File: src/rtl/sw_irq_service_seq.sv
// -----------------------------------------------------------------------------
// sw_irq_service_seq
//
// AXI4-Lite master that drives the 4-switch controller register file when no
// processor driver exists. After reset it writes the switch mask and then sets
// the IRQ enable. It then services each IRQ:
//   1. read the event register
//   2. read the state register
//   3. present the event on a valid/ready stream
//   4. write the event bits back to acknowledge them (write-1-to-clear)
//   5. wait two guard cycles before looking at irq again
// A mask rewrite requested through cfg_valid takes priority over IRQ service.
//
// Ports
//   clk, reset             single rising-edge clock, async active-high reset
//   irq                    level interrupt from the switch controller
//   cfg_mask, cfg_valid    request to rewrite the switch mask (last one wins)
//   evt_data, evt_state,
//   evt_valid, evt_ready   event stream towards PL consumers
//   busy                   sequencer is not idle
//   err_resp, err_timeout  sticky error flags
//   m_aw*, m_w*, m_b*,
//   m_ar*, m_r*            AXI4-Lite master port
// -----------------------------------------------------------------------------
module sw_irq_service_seq #(
   parameter logic [3:0]  ADDR_CTRL      = 4'h0,
   parameter logic [3:0]  ADDR_MASK      = 4'h4,
   parameter logic [3:0]  ADDR_EVENT     = 4'h8,
   parameter logic [3:0]  ADDR_STATE     = 4'hC,
   parameter logic [3:0]  INIT_MASK      = 4'hF,
   parameter int unsigned TIMEOUT_CYCLES = 255
) (
   input  logic        clk,
   input  logic        reset,
   input  logic        irq,
   input  logic [3:0]  cfg_mask,
   input  logic        cfg_valid,
   output logic [3:0]  evt_data,
   output logic [3:0]  evt_state,
   output logic        evt_valid,
   input  logic        evt_ready,
   output logic        busy,
   output logic        err_resp,
   output logic        err_timeout,
   output logic [3:0]  m_awaddr,
   output logic [2:0]  m_awprot,
   output logic        m_awvalid,
   input  logic        m_awready,
   output logic [31:0] m_wdata,
   output logic [3:0]  m_wstrb,
   output logic        m_wvalid,
   input  logic        m_wready,
   input  logic [1:0]  m_bresp,
   input  logic        m_bvalid,
   output logic        m_bready,
   output logic [3:0]  m_araddr,
   output logic [2:0]  m_arprot,
   output logic        m_arvalid,
   input  logic        m_arready,
   input  logic [31:0] m_rdata,
   input  logic [1:0]  m_rresp,
   input  logic        m_rvalid,
   output logic        m_rready
);

   localparam logic [7:0] TMO_LIMIT = 8'(TIMEOUT_CYCLES);

   typedef enum logic [3:0] {
      S_INIT_MASK,
      S_INIT_CTRL,
      S_IDLE,
      S_CFG_MASK,
      S_RD_EVENT,
      S_RD_STATE,
      S_PUSH,
      S_WR_ACK,
      S_GUARD
   } state_t;

   state_t      state_reg, state_next;

   logic        issued_reg;
   logic        awvalid_reg, wvalid_reg, bready_reg;
   logic        arvalid_reg, rready_reg;
   logic [3:0]  awaddr_reg, araddr_reg;
   logic [31:0] wdata_reg;
   logic [3:0]  evt_data_reg, evt_state_reg;
   logic        evt_valid_reg;
   logic        cfg_pending_reg;
   logic [3:0]  cfg_mask_reg;
   logic [7:0]  tmo_cnt_reg;
   logic        guard_cnt_reg;
   logic        err_resp_reg, err_timeout_reg;

   logic        is_wr_state, is_rd_state;
   logic        wr_done, rd_done, issue_now, txn_wait;
   logic [3:0]  wr_addr_sel, rd_addr_sel;
   logic [31:0] wr_data_sel;

   // Only the low nibble of read data carries register content.
   logic        unused_rdata_bits;
   assign unused_rdata_bits = ^m_rdata[31:4];

   assign wr_done = m_bvalid & bready_reg;
   assign rd_done = m_rvalid & rready_reg;

   // Address/data of the transaction belonging to the current state.
   always_comb begin
      is_wr_state = 1'b0;
      is_rd_state = 1'b0;
      wr_addr_sel = ADDR_MASK;
      wr_data_sel = 32'd0;
      rd_addr_sel = ADDR_EVENT;
      case (state_reg)
         S_INIT_MASK: begin is_wr_state = 1'b1; wr_addr_sel = ADDR_MASK;  wr_data_sel = {28'd0, INIT_MASK};    end
         S_INIT_CTRL: begin is_wr_state = 1'b1; wr_addr_sel = ADDR_CTRL;  wr_data_sel = 32'd1;                 end
         S_CFG_MASK:  begin is_wr_state = 1'b1; wr_addr_sel = ADDR_MASK;  wr_data_sel = {28'd0, cfg_mask_reg}; end
         S_WR_ACK:    begin is_wr_state = 1'b1; wr_addr_sel = ADDR_EVENT; wr_data_sel = {28'd0, evt_data_reg}; end
         S_RD_EVENT:  begin is_rd_state = 1'b1; rd_addr_sel = ADDR_EVENT; end
         S_RD_STATE:  begin is_rd_state = 1'b1; rd_addr_sel = ADDR_STATE; end
         default: ;
      endcase
   end

   // Next-state logic.
   always_comb begin
      state_next = state_reg;
      case (state_reg)
         S_INIT_MASK: if (wr_done) state_next = S_INIT_CTRL;
         S_INIT_CTRL: if (wr_done) state_next = S_IDLE;
         S_IDLE: begin
            if (cfg_pending_reg)  state_next = S_CFG_MASK;
            else if (irq)         state_next = S_RD_EVENT;
         end
         S_CFG_MASK:  if (wr_done) state_next = S_IDLE;
         S_RD_EVENT: begin
            // An empty event register means a spurious IRQ: nothing to push or ack.
            if (rd_done) state_next = (m_rdata[3:0] == 4'd0) ? S_GUARD : S_RD_STATE;
         end
         S_RD_STATE:  if (rd_done) state_next = S_PUSH;
         S_PUSH:      if (evt_valid_reg && evt_ready) state_next = S_WR_ACK;
         S_WR_ACK:    if (wr_done) state_next = S_GUARD;
         S_GUARD:     if (guard_cnt_reg) state_next = S_IDLE;
         default:     state_next = S_INIT_MASK;
      endcase
   end

   // A bus state launches its transaction one cycle after it is entered;
   // the issued flag stays set until the state is left.
   assign issue_now = (is_wr_state | is_rd_state) & ~issued_reg & (state_next == state_reg);
   assign txn_wait  = issued_reg & ((is_wr_state & ~wr_done) | (is_rd_state & ~rd_done));

   always_ff @(posedge clk or posedge reset) begin
      if (reset) state_reg <= S_INIT_MASK;
      else       state_reg <= state_next;
   end

   always_ff @(posedge clk or posedge reset) begin
      if (reset) begin
         issued_reg      <= 1'b0;
         awvalid_reg     <= 1'b0;
         wvalid_reg      <= 1'b0;
         bready_reg      <= 1'b0;
         arvalid_reg     <= 1'b0;
         rready_reg      <= 1'b0;
         awaddr_reg      <= 4'd0;
         araddr_reg      <= 4'd0;
         wdata_reg       <= 32'd0;
         evt_data_reg    <= 4'd0;
         evt_state_reg   <= 4'd0;
         evt_valid_reg   <= 1'b0;
         cfg_pending_reg <= 1'b0;
         cfg_mask_reg    <= 4'd0;
         tmo_cnt_reg     <= 8'd0;
         guard_cnt_reg   <= 1'b0;
         err_resp_reg    <= 1'b0;
         err_timeout_reg <= 1'b0;
      end else begin
         if (state_next != state_reg) begin
            issued_reg <= 1'b0;
         end else if (issue_now) begin
            issued_reg  <= 1'b1;
            tmo_cnt_reg <= 8'd0;
            if (is_wr_state) begin
               awvalid_reg <= 1'b1;
               wvalid_reg  <= 1'b1;
               bready_reg  <= 1'b1;
               awaddr_reg  <= wr_addr_sel;
               wdata_reg   <= wr_data_sel;
            end else begin
               arvalid_reg <= 1'b1;
               rready_reg  <= 1'b1;
               araddr_reg  <= rd_addr_sel;
            end
         end

         // Each channel drops independently on its own handshake.
         if (awvalid_reg && m_awready) awvalid_reg <= 1'b0;
         if (wvalid_reg && m_wready)   wvalid_reg  <= 1'b0;
         if (wr_done)                  bready_reg  <= 1'b0;
         if (arvalid_reg && m_arready) arvalid_reg <= 1'b0;
         if (rd_done)                  rready_reg  <= 1'b0;

         // Saturating per-transaction watchdog; it only flags, never aborts.
         if (txn_wait) begin
            if (tmo_cnt_reg == TMO_LIMIT) err_timeout_reg <= 1'b1;
            else                          tmo_cnt_reg     <= tmo_cnt_reg + 8'd1;
         end

         if ((wr_done && m_bresp != 2'b00) || (rd_done && m_rresp != 2'b00))
            err_resp_reg <= 1'b1;

         if (state_reg == S_RD_EVENT && rd_done) evt_data_reg <= m_rdata[3:0];
         if (state_reg == S_RD_STATE && rd_done) begin
            evt_state_reg <= m_rdata[3:0];
            evt_valid_reg <= 1'b1;
         end else if (evt_valid_reg && evt_ready) begin
            evt_valid_reg <= 1'b0;
         end

         // A new request arriving in the same cycle as the mask write is
         // issued stays pending, so it gets its own write afterwards.
         if (cfg_valid) begin
            cfg_pending_reg <= 1'b1;
            cfg_mask_reg    <= cfg_mask;
         end else if (state_reg == S_CFG_MASK && issue_now) begin
            cfg_pending_reg <= 1'b0;
         end

         if (state_reg == S_GUARD) guard_cnt_reg <= ~guard_cnt_reg;
         else                      guard_cnt_reg <= 1'b0;
      end
   end

   assign m_awaddr    = awaddr_reg;
   assign m_awprot    = 3'b000;
   assign m_awvalid   = awvalid_reg;
   assign m_wdata     = wdata_reg;
   assign m_wstrb     = 4'hF;
   assign m_wvalid    = wvalid_reg;
   assign m_bready    = bready_reg;
   assign m_araddr    = araddr_reg;
   assign m_arprot    = 3'b000;
   assign m_arvalid   = arvalid_reg;
   assign m_rready    = rready_reg;
   assign evt_data    = evt_data_reg;
   assign evt_state   = evt_state_reg;
   assign evt_valid   = evt_valid_reg;
   assign busy        = (state_reg != S_IDLE);
   assign err_resp    = err_resp_reg;
   assign err_timeout = err_timeout_reg;

endmodule

File: config.mk
export PLATFORM = sky130hd
export DESIGN_NAME = sw_irq_service_seq
export DESIGN_NICKNAME = d
export VERILOG_FILES = /design/src/rtl/sw_irq_service_seq.sv
export SDC_FILE = /design/constraint.sdc
export NUM_CORES = 1
export LEC_CHECK = 0
export ABC_CLOCK_PERIOD_IN_PS = 5000
export CAP_MARGIN = 20
export CORE_MARGIN = 1
export CORE_UTILIZATION = 46
export CTS_BUF_LIST = sky130_fd_sc_hd__clkbuf_4 sky130_fd_sc_hd__clkbuf_8 sky130_fd_sc_hd__clkbuf_16
export CTS_CLUSTER_DIAMETER = 60
export CTS_CLUSTER_SIZE = 14
export DETAILED_ROUTE_END_ITERATION = 16
export PLACE_DENSITY = 0.93
export SETUP_SLACK_MARGIN = 0.5
export SYNTH_ARGS = -nofsm -noshare
export SYNTH_HDL_FRONTEND = slang
export SYNTH_SLANG_ARGS = --single-unit
File: constraint.sdc
create_clock -name clk -period 5 [get_ports clk]
set_input_delay 1.5 -clock clk [delete_from_list [all_inputs] [get_ports clk]]
set_output_delay 1.5 -clock clk [all_outputs]
set_load 0.01 [all_outputs]
* Word level (Yosys, flattened, before mapping) *
Index checks and enable logic that the tools add are counted.

word-level totals
  bits in registers = 75
  bits in latches = 0
  memory bits (writable) = 0
  memory bits (read-only) = 0
  bits of input ports = 50
  output and inout bits = 67
  memories = 0

cells by class
  add/subtract/negate cells = 1
  multipliers = 0
  divide/modulo/power cells = 0
  magnitude comparators = 0
  eq/ne operators = 19
  shift operators = 0
  multiplexer cells = 38
  bitwise logic cells = 15
  reductions and logical operators = 36

operators by type and width
  operator                                                count
  two-way mux 4 bit                                       10
  two-way mux 8 bit                                       4
  one-hot mux 4 bit (8 select lines)                      1
  nonzero test 2 bit                                      13
  AND reduction 3 bit                                     7
  two-way mux 1 bit                                       20
  equality test 4 x 3 -> 1 bit (second input constant)    4
  one-hot mux 4 bit (4 select lines)                      1
  inequality test 2 x 1 -> 1 bit (second input constant)  5
  logical AND 1 bit                                       9
  adder 8 x 1 -> 8 bit (second input constant)            1
  equality test 4 x 2 -> 1 bit (second input constant)    2
  equality test 8 bit (second input constant)             1
  zero test 4 bit                                         2
  one-hot mux 4 bit (2 select lines)                      1
  bitwise AND 1 bit                                       7
  inverter 1 bit                                          6
  equality test 4 x 1 -> 1 bit (second input constant)    1
  equality test 4 bit                                     1
  equality test 4 bit (second input constant)             1
  inequality test 2 bit (second input constant)           2
  inequality test 4 x 2 -> 1 bit (second input constant)  1
  inequality test 4 bit                                   1
  OR reduction 2 bit                                      2
  other kinds (5)                                         6

* Logic depth before layout (Yosys ltp) *
Gate-level depths: netlist (run 1).

  depth in word-level cells = 10
  gate-level depth with buffers = 8
  depth with buffers taken out = 7

* Worst setup path before layout (run 1) *
Ideal clock, no wire load.

  kind = input port to flip-flop
  start point = in m_rdata[1]
  end point = reg araddr_reg[2] (netlist: m_araddr[2])
  library setup time = 0.125 ns
  arrival = 2.986 ns
  required time = 4.875 ns
  slack = 1.889 ns
  stages on the path = 6
  buffers on the path = 0
  cells stage by stage = or4_4 > nand3_2 > o211ai_4 > o31ai_4 > nand4_4 > mux2_4

between the ends
  word-level cells in the longest chain between the ends = 7
  elaborated cells between the ends (all ways) = 9

RTL lines
  item                                                                 RTL line  source
  start: declaration                                                   60        input logic [31:0] m_rdata,
  zero test 4 bit (*)                                                  138       if (rd_done) state_next = (m_rdata[3:0] == 4'd0) ? S_GUARD : S_RD_STATE;
  two-way mux 4 bit (*) (2 in a row)                                   138
  one-hot mux 4 bit (8 select lines) (*)                               128       case (state_reg)
  equality test 4 bit / inequality test 4 bit (equally long branches)  150, 179
  bitwise AND 1 bit / inverter 1 bit (equally long branches)           n/a
  AND reduction 3 bit (no source line) (*)                             n/a
  end signal: assignment                                               193       araddr_reg <= rd_addr_sel;
  end: declaration                                                     85        logic [3:0] awaddr_reg, araddr_reg;

Mark *: on every way between the ends. The rest lies on a longest branch, timed or not.
A chain may end at the register's enable or synchronous reset.

* Final worst setup path (run 1) *
  start point = reg state_reg[2]
  end point = out busy

between the ends
  word-level cells in the longest chain between the ends = 1

RTL lines
  item                            RTL line  source
  start: declaration              80        state_t state_reg, state_next;
  start signal: assignment        155       else state_reg <= state_next;
  inequality test 4 x 2 -> 1 bit  249       assign busy = (state_reg != S_IDLE);
  end: declaration                42        output logic busy,

Every way passes these cells.

==> results.txt, run 1 <==
----------------------------------------------------
[Run status]
  Result of the run ... finished, final reports clean

[CTS]
  Htree depth ... 2
  Clock transition at the registers of the reported paths ... roughly 0.08 ns
  Buffers inserted during post-CTS setup optimization ... 0
  Number of gates given a new drive strength after cts ... 0
  Hold-fix buffer count after cts ... 0
  CTS tree ... built
  Clock insertion delay at the later pin of the skew report ... roughly 0.30 ns
  Maximum buffer depth of the clock tree ... 2
  Clock buffers created by TritonCTS ... 5
  CTS root buf ... sky130_fd_sc_hd__clkbuf_8
  CTS sink count ... 43

[Synthesis]
  Per-instance average area after synthesis ... 10.0 um^2
  Most area-consuming cells after synthesis ... sky130_fd_sc_hd__dfrtp_1 (40%), sky130_fd_sc_hd__buf_4 (13%), sky130_fd_sc_hd__mux2_2 (6.3%)
  Summed instance area of the synthesized netlist ... 0.00267 mm^2
  Register area share after synthesis ... 40.3%
  Number of distinct library cells after synthesis ... 58
  Post-synthesis cell type with the largest combined area ... sky130_fd_sc_hd__dfrtp_1
  Area share of the largest cell type after synthesis ... about two fifths
  Gate count after technology mapping ... 266
  Most numerous cell types in the synthesized netlist ... sky130_fd_sc_hd__buf_4 (47), sky130_fd_sc_hd__dfrtp_1 (43), sky130_fd_sc_hd__nand2_1 (16), sky130_fd_sc_hd__nor2_1 (16), sky130_fd_sc_hd__mux2_2 (15)
  Share of flip-flops with an asynchronous set or reset ... 100%
  Number of enable flip-flop cells after synthesis ... 0
  Yosys reg bits ... 43
  Yosys warnings ... 0
  Most used flip-flop cell after synthesis ... sky130_fd_sc_hd__dfrtp_1
  Most frequent cell after synthesis ... sky130_fd_sc_hd__buf_4

[Routing]
  1st-pass router iterations ... 4
  Routed len/inst ... 14.7 um
  DRC marker count from the first detailed-route iteration ... between 150 and 200
  Count of vias placed by the detailed router ... 2,006
  Count of unresolved DRC violations after routing ... 0
  Vias per cell ... 5.29
  Antenna-violating nets left ... 0
  Total routed wirelength ... 5.59 mm

[Hold path]
  Tightest Hold Check Type ... flop to flop

[Timing]
  Time the final worst path needs with I/O delays and setup ... 3.53 ns
  Hold Fails Final Rpt ... 0
  Unrepaired setup endpoints after global routing ... no
  Post-route fraction of the period consumed by the critical path ... 70.7%
  Max Transition Viols Final ... 0
  Transition at the pin with the smallest max-transition slack ... about 0.68 ns
  Setup violation total in the final timing report ... 0
  Highest attainable clock frequency ... about 280 MHz
  Max-Slew Margin vs Limit ... 54.6%
  Worst-case setup margin in the final layout ... between 1 and 1.5 ns
  Hold slack ... around 0.47 ns
  Layout Skew ... around 0.0089 ns
  Accumulated negative setup slack ... 0 ns

[Placement]
  Port Buffer Count ... 46
  Placed standard-cell area ... around 0.003 mm^2
  DPL Wire Length ... 3.99 mm
  DP Worst Slack ... 1.19 ns
  Routability cong. ... approximately 0.86
  Number of placed cells counting well taps ... 372

[Global route]
  Gr usage total ... 19.6%
  Number of global-route vias before repair ... 1,938
  Maximum number of pins on one net before global-route repair ... 44
  First-pass GRT wire length ... 9.43 mm
  Antenna violations before repair ... 0
  Total congestion overflow after global routing ... 0

[Floorplan]
  Number of standard-cell rows in the floorplan ... 27
  Core area ... 0.00554 mm^2
  Floorplan die width ... about 78 um
  Initial Utilization ... 48.1%
  Chip Height ... 78.2 um
  Die outline area ... 0.00611 mm^2
  Number of primary I/O pins ... 117

[Finish]
  Final core utilization ... a little under three fifths
  Sequential cell area ... 0.00108 mm^2
  Area of all placed cells without fillers ... 0.00310 mm^2
  Filler-free cell count of the finished design ... 379
  Fill cell count ... 489
  Nets ... 358
  Diodes inserted ... 0
  Flip-flop count of the largest register after layout ... 8
  Area used by multi-input combinational logic ... 0.00133 mm^2
  Fraction of final layout cells sized beyond drive strength 1 ... approximately 14%
  Layout-stage area growth over the synthesis result ... 16.3%

[Setup path]
  Required time of the worst setup path ... roughly 3.5 ns
  Signal arrival time at the worst endpoint ... a little over 2 ns
  Critical path capture point type ... primary output
  Maximum fanout along the worst path ... 17
  Type of origin of the critical path ... flop
  Critical Setup Path Class ... flop to primary output

[Power]
  Power density of the placed cells ... about 510 mW/mm^2
  Leakage power ... 1.37 nW
  Total power draw ... around 1.6 mW
  Largest vdd supply drop ... roughly 320 uV

[Job]
  Count of max-cap constraint violations ... 0

----------------------------------------------------
cell type report:
type | instances | area share, %
clock buffer | 6 | 2.46
inverter | 9 | 1.09
clock inverter | 1 | 0.968
tap | 72 | 2.90
timing repair buffer | 47 | 15.1
multi-input combinational | 201 | 42.8
sequential | 43 | 34.7
worst max-delay path, stage by stage (launching register included):
cell	delay (ns)
sky130_fd_sc_hd__dfrtp_1	0.78
sky130_fd_sc_hd__inv_1	0.24
sky130_fd_sc_hd__nand2_1	0.17
sky130_fd_sc_hd__clkdlybuf4s50_1	0.55
final timing paths:
kind	from	end	slack, ns	cells after the start
hold / removal	m_araddr[3]	m_araddr[3]	0.47	1
hold reg to reg	m_araddr[3]	m_araddr[3]	0.47	1
max in group asynchronous	reset	state_reg[3]	2.98	3
min in group asynchronous	reset	m_wdata[3]	1.63	3
setup / recovery	state_reg[2]	busy	1.47	3
setup reg to reg	state_reg[2]	tmo_cnt_reg[3]	2.36	5
logic make-up (layout without fill, tap and decap cells):
family                     after synthesis  after routing  share of synthesized area [%]
muxes                                   25             25                           11.0
AOI/OAI and AO/OA                       53             53                           15.1
buffers and inverters                   62             63                           15.5
other                                    2             42                          0.282
adders and majority gates                1              1                          0.469
and+or+nand+nor                         80             80                           17.3
DFF                                     43             43                           40.3
per-layer routing:
metal	global-route usage (%)	vias to the layer above	wire (um)
met5	0	-	0
met4	6.48	0	65
met3	4.19	7	296
met2	32.4	77	2770
met1	25.4	984	2450
li1	-	938	-
where the power goes:
group | internal, mW | switching, mW | total (mW)
Clock | 0.152 | 0.118 | 0.270
Combinational | 0.370 | 0.394 | 0.764
Sequential | 0.439 | 0.120 | 0.560
Total | 0.961 | 0.633 | 1.59
cells in the final DEF (no fill, tap or decap), types with 3 or more instances in the layout:
master / Yosys / final
sky130_fd_sc_hd__clkdlybuf4s50_1: 0 / 46
sky130_fd_sc_hd__clkbuf_8: 0 / 5
sky130_fd_sc_hd__nor2_1: 16 / 16
sky130_fd_sc_hd__dfrtp_1: 43 / 43
sky130_fd_sc_hd__and2_1: 4 / 4
sky130_fd_sc_hd__inv_1: 8 / 8
sky130_fd_sc_hd__and2b_1: 3 / 3
sky130_fd_sc_hd__o21ai_0: 9 / 9
sky130_fd_sc_hd__nand3_1: 11 / 11
sky130_fd_sc_hd__nor3_1: 3 / 3
sky130_fd_sc_hd__nand2_1: 16 / 16
sky130_fd_sc_hd__conb_1: 2 / 42
sky130_fd_sc_hd__mux2_2: 15 / 15
sky130_fd_sc_hd__mux2_4: 5 / 5
sky130_fd_sc_hd__a31oi_1: 8 / 8
sky130_fd_sc_hd__mux2i_1: 5 / 5
sky130_fd_sc_hd__a21oi_1: 12 / 12
sky130_fd_sc_hd__nand2b_1: 3 / 3
sky130_fd_sc_hd__nand4_1: 3 / 3
sky130_fd_sc_hd__and3_1: 5 / 5
No activity file was read; power rests on OpenSTA's default activity.
==> run 2: changes to the inputs <==
- ABC_CLOCK_PERIOD_IN_PS: 5000 -> 3670
- CORE_UTILIZATION: 46 -> 43
- PLACE_DENSITY: 0.93 -> 0.88
- clock period: 5 -> 3.67 ns (I/O delays scaled with it)
==> run 2 against run 1 <==
Critical path depth increased by 4. Worst hold slack better by 0.0024 ns. Critical path type is now input port to flop. Cell count increased by 2.4%. Design area up 1.7%. Critical endpoint is now m_araddr[2]. First-iteration DRC count shrank 0.66%.
==> results.txt, run 2 (synthesis gave the netlist of run 1 again) <==
----------------------------------------------------
[CTS]
  Clock transition at the registers of the reported paths ... 0.09 ns (about the same)
  Clock buffers created by TritonCTS ... 5 (unchanged)
  Clock insertion delay at the later pin of the skew report ... 0.30 ns (about the same)
  Htree depth ... 2 (unchanged)
  Buffers inserted during post-CTS setup optimization ... 0 (unchanged)
  Maximum buffer depth of the clock tree ... 2 (unchanged)
  CTS root buf ... sky130_fd_sc_hd__clkbuf_8
  CTS sink count ... 43 (unchanged)
  CTS tree ... built

[Global route]
  First-pass GRT wire length ... 9.21 mm (-2.3%)
  Gr usage total ... 18.5% (-1.1 points)
  Total congestion overflow after global routing ... 0 (unchanged)
  Maximum number of pins on one net before global-route repair ... 44 (unchanged)
  Antenna violations before repair ... 0 (unchanged)
  Number of global-route vias before repair ... 1,904 (-1.8%)

[Finish]
  Diodes inserted ... 0 (unchanged)
  Nets ... 363 (+1.4%)
  Area used by multi-input combinational logic ... 0.00133 mm^2 (+0.38%)
  Flip-flop count of the largest register after layout ... 8 (unchanged)
  Most common library cell in the layout ignoring fill and taps ... sky130_fd_sc_hd__clkdlybuf4s50_1
  Sequential cell area ... 0.00108 mm^2 (unchanged)
  Fraction of final layout cells sized beyond drive strength 1 ... 16.3% (+2.0 points)
  Fill cell count ... 532 (+8.8%)
  Layout-stage area growth over the synthesis result ... 18.2%
  Commonest cells after routing, fill and taps aside ... sky130_fd_sc_hd__clkdlybuf4s50_1 (46), sky130_fd_sc_hd__dfrtp_1 (43), sky130_fd_sc_hd__conb_1 (42)

[Setup path]
  Type of origin of the critical path ... input port
  Critical path origin ... m_rdata[1]
  Reg2Reg Capture Point ... tmo_cnt_reg[3]
  Required time of the worst setup path ... 3.86 ns (+0.36 ns)
  Worst-case reg-to-reg path depth ... 6 (+1)
  Worst-case register-to-register setup slack ... 1.26 ns (-1.10 ns)
  Signal arrival time at the worst endpoint ... 3.20 ns (+1.17 ns)
  Worst flop-to-flop path startpoint ... state_reg[3]
  Maximum fanout along the worst path ... 4 (-13)
  Slowest stage cell on the critical path ... sky130_fd_sc_hd__or4_4
  Peak per-stage delay on the critical path ... 0.57 ns (-0.21 ns)
  Critical Setup Path Class ... input port to flop
  Termination of the worst setup path ... m_araddr[2]
  Critical path capture point type ... flop
  Ordered cell list for the critical path ... clkdlybuf4s50_1 > or4_4 > nand3_2 > o211ai_4 > o31ai_4 > nand4_4 > mux2_4

[Floorplan]
  Initial Utilization ... 44.8% (-3.4 points)
  Die outline area ... 0.00652 mm^2 (+6.8%)
  Number of primary I/O pins ... 117 (unchanged)
  Number of standard-cell rows in the floorplan ... 28 (+3.7%)
  Core area ... 0.00596 mm^2 (+7.5%)
  Floorplan die width ... 80.8 um (+3.3%)
  Chip Height ... 80.8 um (+3.3%)

[Timing]
  Accumulated negative setup slack ... 0 ns (unchanged)
  Setup violation total in the final timing report ... 0 (unchanged)
  Time the final worst path needs with I/O delays and setup ... 3.01 ns
  Worst-case setup margin in the final layout ... 0.659 ns (-0.807 ns)
  Layout Skew ... 0.00613 ns (-0.00275 ns)
  Hold slack ... 0.475 ns (+0.00236 ns)
  Max Transition Viols Final ... 0 (unchanged)
  Unrepaired setup endpoints after global routing ... no
  Highest attainable clock frequency ... 332 MHz
  Post-route fraction of the period consumed by the critical path ... about 82%
  Max-Slew Margin vs Limit ... 56.9% (+2.3 points)
  Hold Fails Final Rpt ... 0 (unchanged)
  Transition at the pin with the smallest max-transition slack ... 0.647 ns (-0.0343 ns)

[Routing]
  Routed len/inst ... 14.1 um (-4.5%)
  Antenna-violating nets left ... 0 (unchanged)
  DRC marker count from the first detailed-route iteration ... 150 (-0.66%)
  Met1 wire length ... 2.37 mm (-3.4%)
  Routed met2 length ... 2.70 mm (-2.5%)
  1st-pass router iterations ... 4 (unchanged)
  Routed length on met3 ... 335 um (+13%)
  Total routed wirelength ... 5.46 mm (-2.3%)
  Count of vias placed by the detailed router ... 2,003 (-0.15%)
  Highest signal layer in the routed design ... met4
  Vias per cell ... 5.16 (-2.5%)
  Count of unresolved DRC violations after routing ... 0 (unchanged)

[Power]
  Total power draw ... 2.21 mW (+39%)
  Power density of the placed cells ... 701 mW/mm^2 (+36%)
  Largest vdd supply drop ... 474 uV (+50%)
  Leakage power ... 1.40 nW (+2.1%)

[Placement]
  DP Worst Slack ... 0.341 ns (-0.847 ns)
  Port Buffer Count ... 46 (unchanged)
  Routability cong. ... 0.850 (-1.1%)
  DPL Wire Length ... 3.89 mm (-2.5%)

[Hold path]
  Worst hold stages ... 1 (unchanged)
  Tightest Hold Check Type ... flop to flop

[Run status]
  Result of the run ... finished, final reports clean

[Job]
  Count of max-cap constraint violations ... 0 (unchanged)

----------------------------------------------------
[run 2: power breakdown]
group	switching (mW)	internal [mW]
combinational	0.579	0.535
clock	0.168	0.203
sequential	0.127	0.599
[run 2: cell type report]
type / instances / share of cell area [%]
repair buffers: 52 / 16.0
clock inverters: 3 / 1.39
multi-input cells: 201 / 42.2
clock buffers: 5 / 2.18
inverters: 9 / 1.07
flip-flops and latches: 43 / 34.1
well taps: 75 / 2.98
[run 2: worst min path at each step]
| stage | from | end | slack [ns] |
|---|---|---|---|
| 3_5_place_dp | err_timeout | err_timeout | 0.46 |
| 2_1_floorplan | cfg_pending_reg | cfg_pending_reg | 0.46 |
| 3_3_place_gp | m_araddr[3] | m_araddr[3] | 0.45 |
| 5_1_grt | m_awvalid | m_awvalid | 0.49 |
| 6_report | err_timeout | err_timeout | 0.48 |
| 4_1_cts | err_timeout | err_timeout | 0.48 |
[run 2: routing by layer]
metal  vias up  global-route usage, %
met5         -                      0
met4         0                   5.36
met3         7                   3.71
met2        87                   30.3
met1       959                   24.9
li1        950                      -
[run 2: worst max-delay path: cells and delay by family]
family          cells  cell delay, ns
compound gates      2            0.46
buf+inv             1            0.46
mux                 1            0.32
simple gates        3            0.85
[run 2: through the flow]
stage	cell area, um^2	utilization [%]	instances
finish	3150	53.0	388
floorplan	2820	-	306
detailed placement	3040	51.0	380
global placement	3040	51.0	380
CTS	3150	52.9	388
global route	3150	53.0	388
[run 2: repair_timing]
item | in CTS | in global routing
endpoints found under the setup margin | 0 | 1
hold buffers | 0 | 0
resized for setup | 0 | 1
